===== src/rtl/fp_mul_pkg.sv =====
// Shared definitions for the pipelined floating-point multiplier family:
// word/bias helpers, rounding-mode codes and the per-stage tag payload.
package fp_mul_pkg;

  localparam int RND_TRUNC = 0;
  localparam int RND_RNE   = 1;

  function automatic int calc_w(input int exp_w, input int man_w);
    return 1 + exp_w + man_w;
  endfunction

  function automatic int calc_bias(input int exp_w);
    return (1 << (exp_w - 1)) - 1;
  endfunction

  typedef struct packed {
    logic sign;
    logic exc;
    logic zero;
  } fp_tag_t;

endpackage


===== src/rtl/fp_mul_norm_round.sv =====
// Combinational normalise / round / saturate / pack for a raw significand product.
// Shared with the fused multiply-add datapath.
module fp_mul_norm_round
  import fp_mul_pkg::*;
#(
  parameter int  EXP_W      = 8,
  parameter int  MAN_W      = 23,
  parameter int  ROUND_MODE = RND_TRUNC,
  localparam int W          = calc_w(EXP_W, MAN_W),
  localparam int EW2        = EXP_W + 2,
  localparam int PW         = 2 * MAN_W + 2
) (
  input  logic                  sign,
  input  logic                  exc,
  input  logic                  zero,
  input  logic signed [EW2-1:0] esum,
  input  logic [PW-1:0]         prod,
  output logic [W-1:0]          result,
  output logic                  exception,
  output logic                  overflow,
  output logic                  underflow
);

  localparam logic signed [EW2-1:0] E_MAX  = EW2'((1 << EXP_W) - 1);
  localparam logic signed [EW2-1:0] E_ONE  = EW2'(1);
  localparam logic signed [EW2-1:0] E_ZERO = '0;

  function automatic logic rne_inc(input logic guard, input logic sticky, input logic lsb);
    return (ROUND_MODE == RND_RNE) && guard && (sticky || lsb);
  endfunction

  function automatic logic [W-1:0] saturate(input logic s, input logic to_inf, input logic to_zero,
                                            input logic [EXP_W-1:0] e, input logic [MAN_W-1:0] m);
    if (to_inf)  return {s, {EXP_W{1'b1}}, {MAN_W{1'b0}}};
    if (to_zero) return {s, {(W-1){1'b0}}};
    return {s, e, m};
  endfunction

  logic [PW-2:0]         aligned;
  logic [MAN_W:0]        man_r;
  logic                  guard;
  logic                  sticky;
  logic                  ovf;
  logic                  unf;
  logic signed [EW2-1:0] e;

  always_comb begin
    // Drop the leading one; a product below 2.0 needs one extra left shift.
    aligned   = prod[PW-1] ? prod[PW-2:0] : {prod[PW-3:0], 1'b0};
    guard     = aligned[MAN_W];
    sticky    = |aligned[MAN_W-1:0];
    man_r     = {1'b0, aligned[PW-2 -: MAN_W]}
              + (MAN_W+1)'(rne_inc(guard, sticky, aligned[MAN_W+1]));
    // A carry out of rounding leaves the stored mantissa at zero and bumps the exponent.
    e         = esum + (prod[PW-1] ? E_ONE : E_ZERO) + (man_r[MAN_W] ? E_ONE : E_ZERO);
    ovf       = !zero && (e >= E_MAX);
    unf       = !zero && (e <= E_ZERO);
    result    = saturate(sign, exc || ovf, zero || unf, e[EXP_W-1:0], man_r[MAN_W-1:0]);
    exception = exc;
    overflow  = ovf && !exc;
    underflow = unf && !exc;
  end

endmodule


===== src/rtl/fp_mul_pipe.sv =====
// Three-stage floating-point multiplier (decode, multiply, normalise/round/pack)
// with bubble-collapsing valid/ready flow control and full backpressure.
module fp_mul_pipe
  import fp_mul_pkg::*;
#(
  parameter int  EXP_W      = 8,
  parameter int  MAN_W      = 23,
  parameter int  ROUND_MODE = RND_TRUNC,
  localparam int W          = calc_w(EXP_W, MAN_W)
) (
  input  logic         clk,
  input  logic         rst,
  input  logic         in_valid,
  output logic         in_ready,
  input  logic [W-1:0] a_operand,
  input  logic [W-1:0] b_operand,
  output logic         out_valid,
  input  logic         out_ready,
  output logic [W-1:0] result,
  output logic         exception,
  output logic         overflow,
  output logic         underflow
);

  localparam int EW2  = EXP_W + 2;
  localparam int PW   = 2 * MAN_W + 2;
  localparam int BIAS = calc_bias(EXP_W);
  localparam logic signed [EW2-1:0] BIAS_S = EW2'(BIAS);

  typedef struct packed {
    fp_tag_t               tag;
    logic signed [EW2-1:0] esum;
    logic [MAN_W:0]        sig_a;
    logic [MAN_W:0]        sig_b;
  } s1_t;

  typedef struct packed {
    fp_tag_t               tag;
    logic signed [EW2-1:0] esum;
    logic [PW-1:0]         prod;
  } s2_t;

  typedef struct packed {
    logic [W-1:0] result;
    logic         exception;
    logic         overflow;
    logic         underflow;
  } s3_t;

  logic vld_p1_d, vld_p1_q;
  logic vld_p2_d, vld_p2_q;
  logic vld_p3_d, vld_p3_q;
  logic en1, en2, en3;

  s1_t s1_d, s1_q;
  s2_t s2_d, s2_q;
  s3_t s3_d, s3_q;

  logic [EXP_W-1:0] a_exp, b_exp;
  logic [W-1:0]     nr_result;
  logic             nr_exception, nr_overflow, nr_underflow;

  always_comb begin
    en3      = !vld_p3_q || out_ready;
    en2      = !vld_p2_q || en3;
    en1      = !vld_p1_q || en2;
    vld_p1_d = en1 ? in_valid : vld_p1_q;
    vld_p2_d = en2 ? vld_p1_q : vld_p2_q;
    vld_p3_d = en3 ? vld_p2_q : vld_p3_q;
  end

  assign in_ready = en1;

  always_ff @(posedge clk or posedge rst) begin
    if (rst) begin
      vld_p1_q <= 1'b0;
      vld_p2_q <= 1'b0;
      vld_p3_q <= 1'b0;
    end else begin
      vld_p1_q <= vld_p1_d;
      vld_p2_q <= vld_p2_d;
      vld_p3_q <= vld_p3_d;
    end
  end

  // ---- S1: decode (subnormal inputs count as zero) ----
  always_comb begin
    a_exp = a_operand[W-2 -: EXP_W];
    b_exp = b_operand[W-2 -: EXP_W];
    s1_d  = s1_q;
    if (en1) begin
      s1_d.tag.sign = a_operand[W-1] ^ b_operand[W-1];
      s1_d.tag.exc  = (&a_exp) | (&b_exp);
      s1_d.tag.zero = (a_exp == '0) | (b_exp == '0);
      s1_d.esum     = $signed({2'b00, a_exp}) + $signed({2'b00, b_exp}) - BIAS_S;
      s1_d.sig_a    = {1'b1, a_operand[MAN_W-1:0]};
      s1_d.sig_b    = {1'b1, b_operand[MAN_W-1:0]};
    end
  end

  // ---- S2: full significand product ----
  always_comb begin
    s2_d = s2_q;
    if (en2) begin
      s2_d.tag  = s1_q.tag;
      s2_d.esum = s1_q.esum;
      s2_d.prod = PW'(s1_q.sig_a) * PW'(s1_q.sig_b);
    end
  end

  // ---- S3: normalise, round, saturate, pack ----
  fp_mul_norm_round #(
    .EXP_W      (EXP_W),
    .MAN_W      (MAN_W),
    .ROUND_MODE (ROUND_MODE)
  ) u_norm_round (
    .sign      (s2_q.tag.sign),
    .exc       (s2_q.tag.exc),
    .zero      (s2_q.tag.zero),
    .esum      (s2_q.esum),
    .prod      (s2_q.prod),
    .result    (nr_result),
    .exception (nr_exception),
    .overflow  (nr_overflow),
    .underflow (nr_underflow)
  );

  always_comb begin
    s3_d = s3_q;
    if (en3) begin
      s3_d.result    = nr_result;
      s3_d.exception = nr_exception;
      s3_d.overflow  = nr_overflow;
      s3_d.underflow = nr_underflow;
    end
  end

  always_ff @(posedge clk) begin
    s1_q <= s1_d;
    s2_q <= s2_d;
    s3_q <= s3_d;
  end

  // Payload is qualified by the stage-3 valid so idle and reset outputs read as zero.
  assign out_valid = vld_p3_q;
  assign result    = vld_p3_q ? s3_q.result : '0;
  assign exception = vld_p3_q & s3_q.exception;
  assign overflow  = vld_p3_q & s3_q.overflow;
  assign underflow = vld_p3_q & s3_q.underflow;

endmodule


===== config.mk =====
export PLATFORM = sky130hd
export DESIGN_NAME = fp_mul_pipe
export DESIGN_NICKNAME = d
export VERILOG_FILES = /design/src/rtl/fp_mul_pkg.sv /design/src/rtl/fp_mul_norm_round.sv /design/src/rtl/fp_mul_pipe.sv
export SDC_FILE = /design/constraint.sdc
export NUM_CORES = 2
export LEC_CHECK = 0
export ABC_CLOCK_PERIOD_IN_PS = 21100
export CORE_MARGIN = 5
export CORE_UTILIZATION = 40
export CTS_CLUSTER_DIAMETER = 40
export DETAILED_ROUTE_END_ITERATION = 8
export PLACE_DENSITY = 0.59
export SETUP_SLACK_MARGIN = 0.5
export SKIP_LAST_GASP = 1
export SYNTH_ARGS = -nofsm -noshare
export SYNTH_HDL_FRONTEND = slang
export SYNTH_HIERARCHICAL = 1
export SYNTH_SLANG_ARGS = --single-unit

===== constraint.sdc =====
create_clock -name clk -period 21.1 [get_ports clk]
set_input_delay 3.165 -clock clk [delete_from_list [all_inputs] [get_ports clk]]
set_output_delay 3.165 -clock clk [all_outputs]
set_load 0.05 [all_outputs]

==> results.yml <==
status:
  outcome: "complete, no violations"
layout:
  syn2layout_area_growth_pct: 9.96
  drive_above_1_share_pct: 3.57
  final_nets: 3252
  fillers: 5857
  fin_util_pct: 44.2
  final_cell_mix: "inv_1, fa_1, nand2_1"
  final_common_cell: "inv_1"
  regArea_sq_um: 4040
  n_antenna_cell: 0
  multi_input_area_sq_um: 17400
cts:
  insertion_delay_ps: 490
  cts_root_buffer: "clkbuf_16"
  clk_path_buf_depth: 2
  cts_buffers: 17
  cts-htree-levels: 4
  cts_setup_buffers: 0
  post_cts_resized: 0
  clk_pin_slew_ps: 60
  cts_tree: "built"
  clock_sinks: 135
  postCtsHoldBufs: 0
global_route:
  grt_overflow: 0
  antenna_found_initial: 1
  first_global_vias: 18600
  grt_pass1_wl_um: 102000
  grtUsageTotal_pct: 20.0
  grt_max_degree: 45
place:
  dp_hpwl_um: 48000
  place_ws_ps: 12570
  gp_congestion: 0.910
  io_buffers: 104
sta:
  finalSetupTns_ps: 0
  tightest_slew_ps: 1260
  rsz0062_at_grt: "no"
  fin_crit_sh_pct: 40.3
  slew_headroom_pct: 16.0
  finalSetupViolCount: 0
  min_period_ps: 8500
  hold_violations: 0
  fin_skew_ps: 23.5
  fmax_ghz: 0.118
  layout_setup_ws_ps: 12600
  drv_slew: 0
setup_path:
  reg2regPathDepth: 26
  cp_common_cell: "clkdlybuf4s50_1"
  cp_slowest_cell: "clkdlybuf4s50_1"
  reg2reg_slack_ps: 12770
  critical_path_class: "primary input to primary output"
  r2r_start: "s1_q[8]$_DFFE_PP_"
  worst-endpoint-arrival_ps: 5330
  worst_setup_path_start_kind: "primary input"
  r2r-end: "s2_q[43]$_DFFE_PP_"
  cp-end-kind: "primary output"
  crit_required_ps: 17940
  cp_cell_sequence: "clkdlybuf4s50_1 > nand4b_1 > buf_4 > clkdlybuf4s50_1"
  startpoint: "out_ready"
  worstPathMaxFanout: 44
  crit_path_max_incr_delay_ps: 930
  setup.worst_path.end: "in_ready"
synth:
  synth_fp_nets: 3208
  syn_inst: 2467
  syn_area_sq_um: 24200
  avgSynthCellArea_sq_um: 9.80
  yosysWarningCount: 6
drt:
  vias: 16800
  ant_nets: 0
  drcViolationCount: 0
  wirelength_um: 63800
  drt_iter0_markers: 913
  post_drt_wl_per_cell_um: 19.3
  drt-pass1-iter-count: 6
  viasPerCell: 5.09
die:
  top_level_ports: 105
  initial_core_util_pct: 40.2
  core_sq_um: 60100
  core.rowCount: 90
  die_area_sq_um: 65400
  dieWidth_um: 256
  die_y_um: 256
worst_hold_path:
  hp-class: "flip-flop to flip-flop"
job:
  drv_cap: 0
==> registers in the layout (all words and copies together) (netlist names) <==
| register | flops |
|---|---|
| vld_p1_q | 1 |
| out_valid | 1 |
| s2_q | 38 |
| s3_q | 35 |
| s1_q | 59 |
| vld_p2_q | 1 |
==> per-layer routing <==
layer | track usage [%] | share of wire [%] | up-vias
li1 | - | - | 7485
met1 | 25.7 | 41 | 8676
met2 | 33.9 | 49 | 563
met3 | 4.65 | 7.3 | 95
met4 | 5.94 | 2.6 | 0
met5 | 0 | 0 | -
==> cell type report <==
| cell class | count | share of cell area (%) |
|---|---|---|
| well taps | 782 | 3.68 |
| repair buffers | 148 | 5.16 |
| flip-flops and latches | 135 | 15.2 |
| clock inverters | 15 | 0.650 |
| clock buffers | 17 | 1.60 |
| inverters | 591 | 8.35 |
| multi-input cells | 1618 | 65.4 |
==> how the worst min path moves through the flow <==
stage | cells past startpoint | slack [ps] | endpoint | startpoint
after floorplan | 0 | 400 | s2_q[48]$_DFFE_PP_ | s1_q[48]$_DFFE_PP_
after global placement | 0 | 400 | s3_q[34]$_DFFE_PP_ | s2_q[60]$_DFFE_PP_
after detailed placement | 0 | 400 | s2_q[59]$_DFFE_PP_ | s1_q[59]$_DFFE_PP_
after CTS | 0 | 420 | s2_q[60]$_DFFE_PP_ | s1_q[60]$_DFFE_PP_
after global routing | 0 | 420 | s2_q[60]$_DFFE_PP_ | s1_q[60]$_DFFE_PP_
final | 0 | 420 | s2_q[60]$_DFFE_PP_ | s1_q[60]$_DFFE_PP_
==> through the flow <==
step | area (sq um) | cells | hold slack [ps]
after floorplan | 24200 | 2467 | 400
after global placement | 26000 | 3274 | 402
after detailed placement | 26000 | 3274 | 405
after CTS | 26600 | 3306 | 419
after global routing | 26600 | 3306 | 422
final | 26600 | 3306 | 418
==> critical path: cells and delay by family <==
kind	cells	cell delay, ps
buffers and inverters	3	1960
AND/OR/NAND/NOR	1	150
Power is left out: the tool's default activity adds up to more than one toggle a clock period on the data nets, which glitch-free logic cannot reach.
